**src/rtl/aibcr3_fine_dly_gray_ctrl.sv**
```systemverilog
// Fine-delay gray-code stepper: walks cur_bin toward the latched target one LSB per update,
// with a settle window after each code_valid strobe. AIBCR3_FINE_DLY_DIRECT_EN adds a direct-load jump.
module aibcr3_fine_dly_gray_ctrl #(
  parameter int unsigned SETTLE_CYC = 4,
  parameter logic [2:0]  CODE_RST   = 3'd0
) (
  input  logic       ck,
  input  logic       nrst,
  input  logic       en,
  input  logic [2:0] target,
  input  logic       target_vld,
`ifdef AIBCR3_FINE_DLY_DIRECT_EN
  input  logic       direct_ld,
`endif
  output logic [2:0] gray,
  output logic       code_valid,
  output logic [2:0] cur_bin,
  output logic       busy,
  output logic       done
);

  typedef enum logic [1:0] {IDLE, STEP, LOAD, SETTLE} state_t;

  localparam logic [3:0] SETTLE_LD = 4'(SETTLE_CYC - 1);

  state_t     state;
  logic [2:0] tgt_q;
  logic [3:0] cnt;
  logic       up_q;
  logic       jump_q;
  logic       vld_q;
  logic       jump_req;

  function automatic logic [2:0] bin2gray(input logic [2:0] b);
    return b ^ (b >> 1);
  endfunction

`ifdef AIBCR3_FINE_DLY_DIRECT_EN
  assign jump_req = target_vld & direct_ld & en;
`else
  assign jump_req = 1'b0;
`endif

  always_ff @(posedge ck or negedge nrst) begin
    if (!nrst) begin
      state      <= IDLE;
      cur_bin    <= CODE_RST;
      gray       <= bin2gray(CODE_RST);
      tgt_q      <= CODE_RST;
      code_valid <= 1'b0;
      busy       <= 1'b0;
      done       <= 1'b0;
      cnt        <= '0;
      up_q       <= 1'b0;
      jump_q     <= 1'b0;
      vld_q      <= 1'b0;
    end else begin
      code_valid <= 1'b0;
      done       <= 1'b0;
      vld_q      <= target_vld;
      if (target_vld) tgt_q <= target;

      case (state)
        IDLE: begin
          // direct jump takes its code from tgt_q, which loads on this same edge
          if (jump_req) begin
            state  <= STEP;
            busy   <= 1'b1;
            jump_q <= 1'b1;
          end else if (en && (tgt_q != cur_bin)) begin
            state  <= STEP;
            busy   <= 1'b1;
            up_q   <= (tgt_q > cur_bin);
            jump_q <= 1'b0;
          end else if (vld_q && (tgt_q == cur_bin)) begin
            done <= 1'b1;
          end
        end

        STEP: begin
          if (jump_q) begin
            cur_bin <= tgt_q;
            gray    <= bin2gray(tgt_q);
          end else if (up_q) begin
            cur_bin <= cur_bin + 3'd1;
            gray    <= bin2gray(cur_bin + 3'd1);
          end else begin
            cur_bin <= cur_bin - 3'd1;
            gray    <= bin2gray(cur_bin - 3'd1);
          end
          state <= LOAD;
        end

        LOAD: begin
          code_valid <= 1'b1;
          cnt        <= SETTLE_LD;
          jump_q     <= 1'b0;
          state      <= SETTLE;
        end

        SETTLE: begin
          // a target update coinciding with expiry holds here one extra cycle so the compare sees it
          if (cnt != '0) begin
            cnt <= cnt - 4'd1;
          end else if (target_vld) begin
            state <= SETTLE;
          end else if (en && (tgt_q != cur_bin)) begin
            state <= STEP;
            up_q  <= (tgt_q > cur_bin);
          end else begin
            state <= IDLE;
            busy  <= 1'b0;
            done  <= (tgt_q == cur_bin);
          end
        end

        default: state <= IDLE;
      endcase
    end
  end

endmodule
```
**config.mk**
```make
export PLATFORM = sky130hd
export DESIGN_NAME = aibcr3_fine_dly_gray_ctrl
export DESIGN_NICKNAME = d
export VERILOG_FILES = /design/src/rtl/aibcr3_fine_dly_gray_ctrl.sv
export SDC_FILE = /design/constraint.sdc
export NUM_CORES = 1
export LEC_CHECK = 0
export ABC_AREA = 0
export CAP_MARGIN = 5
export CELL_PAD_IN_SITES_DETAIL_PLACEMENT = 2
export CELL_PAD_IN_SITES_GLOBAL_PLACEMENT = 2
export CORE_UTILIZATION = 33
export DETAILED_ROUTE_END_ITERATION = 16
export PLACE_DENSITY = 0.84
export SLEW_MARGIN = 20
export SYNTH_ARGS = -nofsm -noshare
export SYNTH_HDL_FRONTEND = slang
export SYNTH_SLANG_ARGS = --single-unit
```
**constraint.sdc**
```tcl
create_clock -name ck -period 1.8 [get_ports ck]
set_input_delay 0.36 -clock ck [delete_from_list [all_inputs] [get_ports ck]]
set_output_delay 0.36 -clock ck [all_outputs]
set_load 0.1 [all_outputs]
```
# [After elaboration in Yosys (flattened, before gate mapping)]
# Index checks and enable logic that the tools add are counted.
[classes] bitwise=3 eq_ne=10 n_lt_le_gt_ge=1 n_addsub=3 n_mux=29 n_reduce_logical=12
[ops] operator="1-bit 2-to-1 mux" count=15
[ops] operator="3-bit 2-to-1 mux" count=4
[ops] operator="2-bit != test, second input constant" count=5
[ops] operator="3-bit by 2-bit XOR with 3-bit output" count=3
[ops] operator="1-bit case mux with 2 select lines" count=4
[ops] operator="2-bit case mux with 4 select lines" count=1
[ops] operator="4-bit case mux with 2 select lines" count=1
[ops] operator="2-bit 2-to-1 mux" count=3
[ops] operator="2-bit AND reduction" count=3
[ops] operator="2-bit nonzero test" count=3
[ops] operator="5-bit AND reduction" count=1
[ops] operator="2-bit equality test, second input constant" count=2
[ops] operator="4-bit 2-to-1 mux" count=1
[ops] operator="4-bit nonzero test" count=1
[ops] operator="4-bit by 1-bit subtractor with 4-bit output, second input constant" count=1
[ops] operator="3-bit by 1-bit adder with 3-bit output, second input constant" count=1
[ops] operator="3-bit equality test" count=1
[ops] operator="3-bit greater-than comparator" count=1
[ops] operator="3-bit != test" count=1
[ops] operator="3-bit AND reduction" count=1
[ops] operator="3-bit by 1-bit subtractor with 3-bit output, second input constant" count=1
[ops] operator="2-bit by 1-bit equality test with 1-bit output, second input constant" count=1
[ops] operator="1-bit logical AND" count=2
[ops] operator="2-bit zero test" count=1
[totals] inputBits=7 elab_cells=69 ff_bits=21 output_inout_bits=9

# [Longest topological paths before layout]
[depth] word_depth=6 ltp_mapped=7 mapped_depth_nobuf=6

# [Least setup slack after synthesis]
# OpenSTA, ideal clock, no wires.
[synth_path] path_type="reg-to-reg" from="register cur_bin[1]" to="register state[0]" path_stages_with_launch=7 period_less_slack_ns=2.213 path_buffers=0 setup_time_ns=0.138 setup_slack_ns=-0.413 arrival_time_ns=2.075 required_ns=1.662 cell_sequence="dfrtp_1 > inv_1 > ha_1 > nand3_1 > a21boi_0 > a211oi_1 > o221ai_1"
[synth_via] elab_chain_len=6 word_cells_on_any_way=8 classes_between="2 x eq/ne; 4 x mux; 2 x reduce/logical"
[synth_rtl] element="from (decl)" line_no="17" source="output logic [2:0] cur_bin,"
[synth_rtl] element="from (signal assigned)" line_no="82" source="cur_bin <= tgt_q;"
[synth_rtl] element="from (signal assigned)" line_no="85" source="cur_bin <= cur_bin + 3'd1;"
[synth_rtl] element="from (signal assigned)" line_no="88" source="cur_bin <= cur_bin - 3'd1;"
[synth_rtl] element="3-bit != test (*)" line_no="70, 107"
[synth_rtl] element="1-bit logical AND (*)" line_no="70, 107"
[synth_rtl] element="1-bit 2-to-1 mux" line_no="107" source="end else if (en && (tgt_q != cur_bin)) begin"
[synth_rtl] element="2-bit 2-to-1 mux" line_no="105" source="end else if (target_vld) begin"
[synth_rtl] element="2-bit 2-to-1 mux" line_no="103" source="if (cnt != '0) begin"
[synth_rtl] element="2-bit case mux with 4 select lines" line_no="63" source="case (state)"
[synth_rtl] element="to (signal assigned)" line_no="67" source="state <= STEP;"
[synth_rtl] element="to (signal assigned)" line_no="106" source="state <= SETTLE;"
[synth_rtl] element="to (signal assigned)" line_no="108" source="state <= STEP;"
[synth_rtl] element="to (decl)" line_no="26" source="state_t state;"
# Mark *: on every way between the ends. The rest lies on a longest branch, timed or not. The select of a mux whose other input is x is not followed.
# A chain may end at the register's enable or synchronous reset.

# [Worst setup path after layout]
# Same ends and word-level chain as after synthesis.

==> run_results.csv <==
group,metric,value,unit
layout,layout_commonest_cell,"dfrtp_1",
timing,hold_violations,0,
synthesis,synth_nets,118,
setup_path,r2r_cells,6,
layout,seq_area,487,um2
setup_path,critPathSlowestCell,"dfrtp_4",
timing,setup_viol,0,
layout,final_core_util,46.6,%
synthesis,ys_seq_area_share,45.2,%
setup_path,worstPathRequired,1960,ps
global_routing,grt_start_max_net_pins,20,
layout,antenna_cells,0,
setup_path,path_cells,"inv_1 > ha_1 > nand3_2 > a21boi_1 > a211oi_2 > o221ai_1",
global_routing,use_met1,22.1,%
layout,final_nets,139,
global_routing,grt_pass1_vias,936,
drt,viasPerCell,4.89,
worst_hold_path,worst_hold_path_type,"in -> async",
global_routing,use_met3,3.96,%
drt,drc,0,
setup_path,cp_max_fo,5,
placed_design,placed_area,0.00136,mm2
timing,min_period,1710,ps
clock_network,cts_max_level,1,
setup_path,cp-start-kind,"register",
drt,drt_iter0_markers,10,
run,drv_cap,0,
layout,final_cell_mix,"16 x dfrtp_1, 12 x inv_1, 11 x ha_1, 9 x buf_12",
synthesis,syn-mean-instance-area,10.5,um2
outcome,status,"finished clean",
global_routing,grt_use_total,18.0,%
setup_path,cp-end-kind,"register",
synthesis,ys.flop_type,"dfrtp_1",
drt,wl_per_cell,16.1,um
synthesis,synth_edf_count,0,
clock_network,clock_latency,290,ps
timing,tightest_slew,345,ps
synthesis,synth_area,0.00105,mm2
clock_network,clockRootBuffer,"clkbuf_4",
clock_network,path_clk_slew,110,ps
layout,drive_gt1_share,23.3,%
floorplanning,core-area,0.00303,mm2
timing,clock-skew-final,2.89,ps
synthesis,yosys_register_bits,19,
placed_design,gp_congestion,0.736,
timing,slew_viol_final,0,
placed_design,hpwl,2.05,mm
floorplanning,die_area,0.00342,mm2
synthesis,ys_warn_count,0,
drt,wl,2.64,mm
floorplanning,initial_core_util,34.8,%
floorplanning,row_count,20,
synthesis,netlist_instances,100,
global_routing,grt-ovfl-total,0,
clock_network,cts_buffers,3,
timing,tns,0,ps
floorplanning,die_height,58.5,um
floorplanning,die_x,58.5,um
timing,clock.fmax,586,MHz
synthesis,ys_types,35,
global_routing,antenna_found_initial,0,
synthesis,synth_async_sr_flop_share,100,%
clock_network,clkSinkCount,19,
drt,ant_nets,0,
layout,fill_cells,317,
layout,final_area,0.00141,mm2
timing,finalCritPeriodShare,94.8,%
layout,area_growth,34.1,%
global_routing,grt-busiest-layer,"met2",
clock_network,hold_buffers,0,
setup_path,critPathKind,"reg -> reg",
clock_network,clk_path_buf_depth,2,
placed_design,port_buffers,15,
floorplanning,ios,16,
drt,drt_first_pass_iters,3,
global_routing,use_met2,30.2,%
drt,via_count,802,
timing,max-slew-margin-rel,77.0,%
setup_path,cp_slowest_stage_delay,520,ps
timing,rsz0062_at_grt,"no",
clock_network,cts_tree,"yes",
layout,multi_input_area,520,um2
global_routing,grt_first_pass_wirelength,4.43,mm
setup_path,crit_arrival,1870,ps
[Yosys cell counts (2+ instances only)]
master	count	share of area, %
dfrtp_1	19	45
inv_1	12	4.3
ha_1	11	13
a21oi_1	6	2.9
o21ai_0	6	2.9
nand2_1	5	1.8
xnor2_1	4	3.3
a211oi_1	3	2.1
mux2_2	3	3.2
a21boi_0	2	1.4
nor2_1	2	0.71
nor2b_1	2	1.2
nor3_1	2	0.95
xor2_1	2	1.7
[worst paths after layout]
check	from	end	slack, ps
setup / recovery	cur_bin[1]	state[0]	90
hold / removal	nrst	cnt[2]	390
setup reg to reg	cur_bin[1]	state[0]	90
hold reg to reg	cnt[0]	cnt[0]	530
max in group asynchronous	nrst	cur_bin[1]	1180
min in group ck	cnt[0]	cnt[0]	530
[cell families (layout without fill, tap and decap cells)]
group                    after synthesis  count (layout)  share of synthesized area (%)
AND/OR/NAND/NOR                       20              20                           10.8
XOR/XNOR                               6               6                           4.99
multiplexers                           4               4                           4.16
buffers and inverters                 16              36                           6.90
AO/OA/AOI/OAI                         24              24                           14.9
flip-flops                            19              19                           45.2
adder cells (fa/ha/maj)               11              11                           13.1
[per-stage QoR]
step                cells  hold slack (ps)  worst slack [ps]
global placement      159              494               129
detailed placement    159              517             -60.9
floorplan             100             64.4             -11.0
CTS                   163              390              3.20
global route          164              373              5.28
finish                164              389              93.2
[timing repair]
action / 4_1_cts / 5_1_grt
endpoints found under the setup margin: 2 / 6
buffers inserted: 0 / 1
gates resized for setup: 2 / 4
[sequential cells by signal (all words and copies together), names as in the netlist, 2 cells and up]
signal / cells
cnt: 4
gray: 3
tgt_q: 3
cur_bin: 2
state: 2
[layer usage]
metal | up-vias | part of all wire, %
li1 | 381 | -
met1 | 403 | 43
met2 | 12 | 52
met3 | 6 | 2.2
met4 | 0 | 2.0
met5 | - | 0
[worst max-delay path, delay by kind of cell, from the launching register on]
family	cells	cell delay, ps
AOI/OAI and AO/OA	3	550
adders and majority gates	1	270
buffers and inverters	1	110
DFF	1	520
and+or+nand+nor	1	130
[cell type report]
| cell class | instances | area share (%) |
|---|---|---|
| tap | 44 | 3.90 |
| inverter | 12 | 3.19 |
| sequential | 19 | 34.5 |
| clock buffer | 4 | 1.86 |
| timing repair buffer | 20 | 19.7 |
| multi-input combinational | 65 | 36.9 |
Power is not shown: default switching activity piles up to over one toggle a cycle in this logic, so the estimate is an artifact.
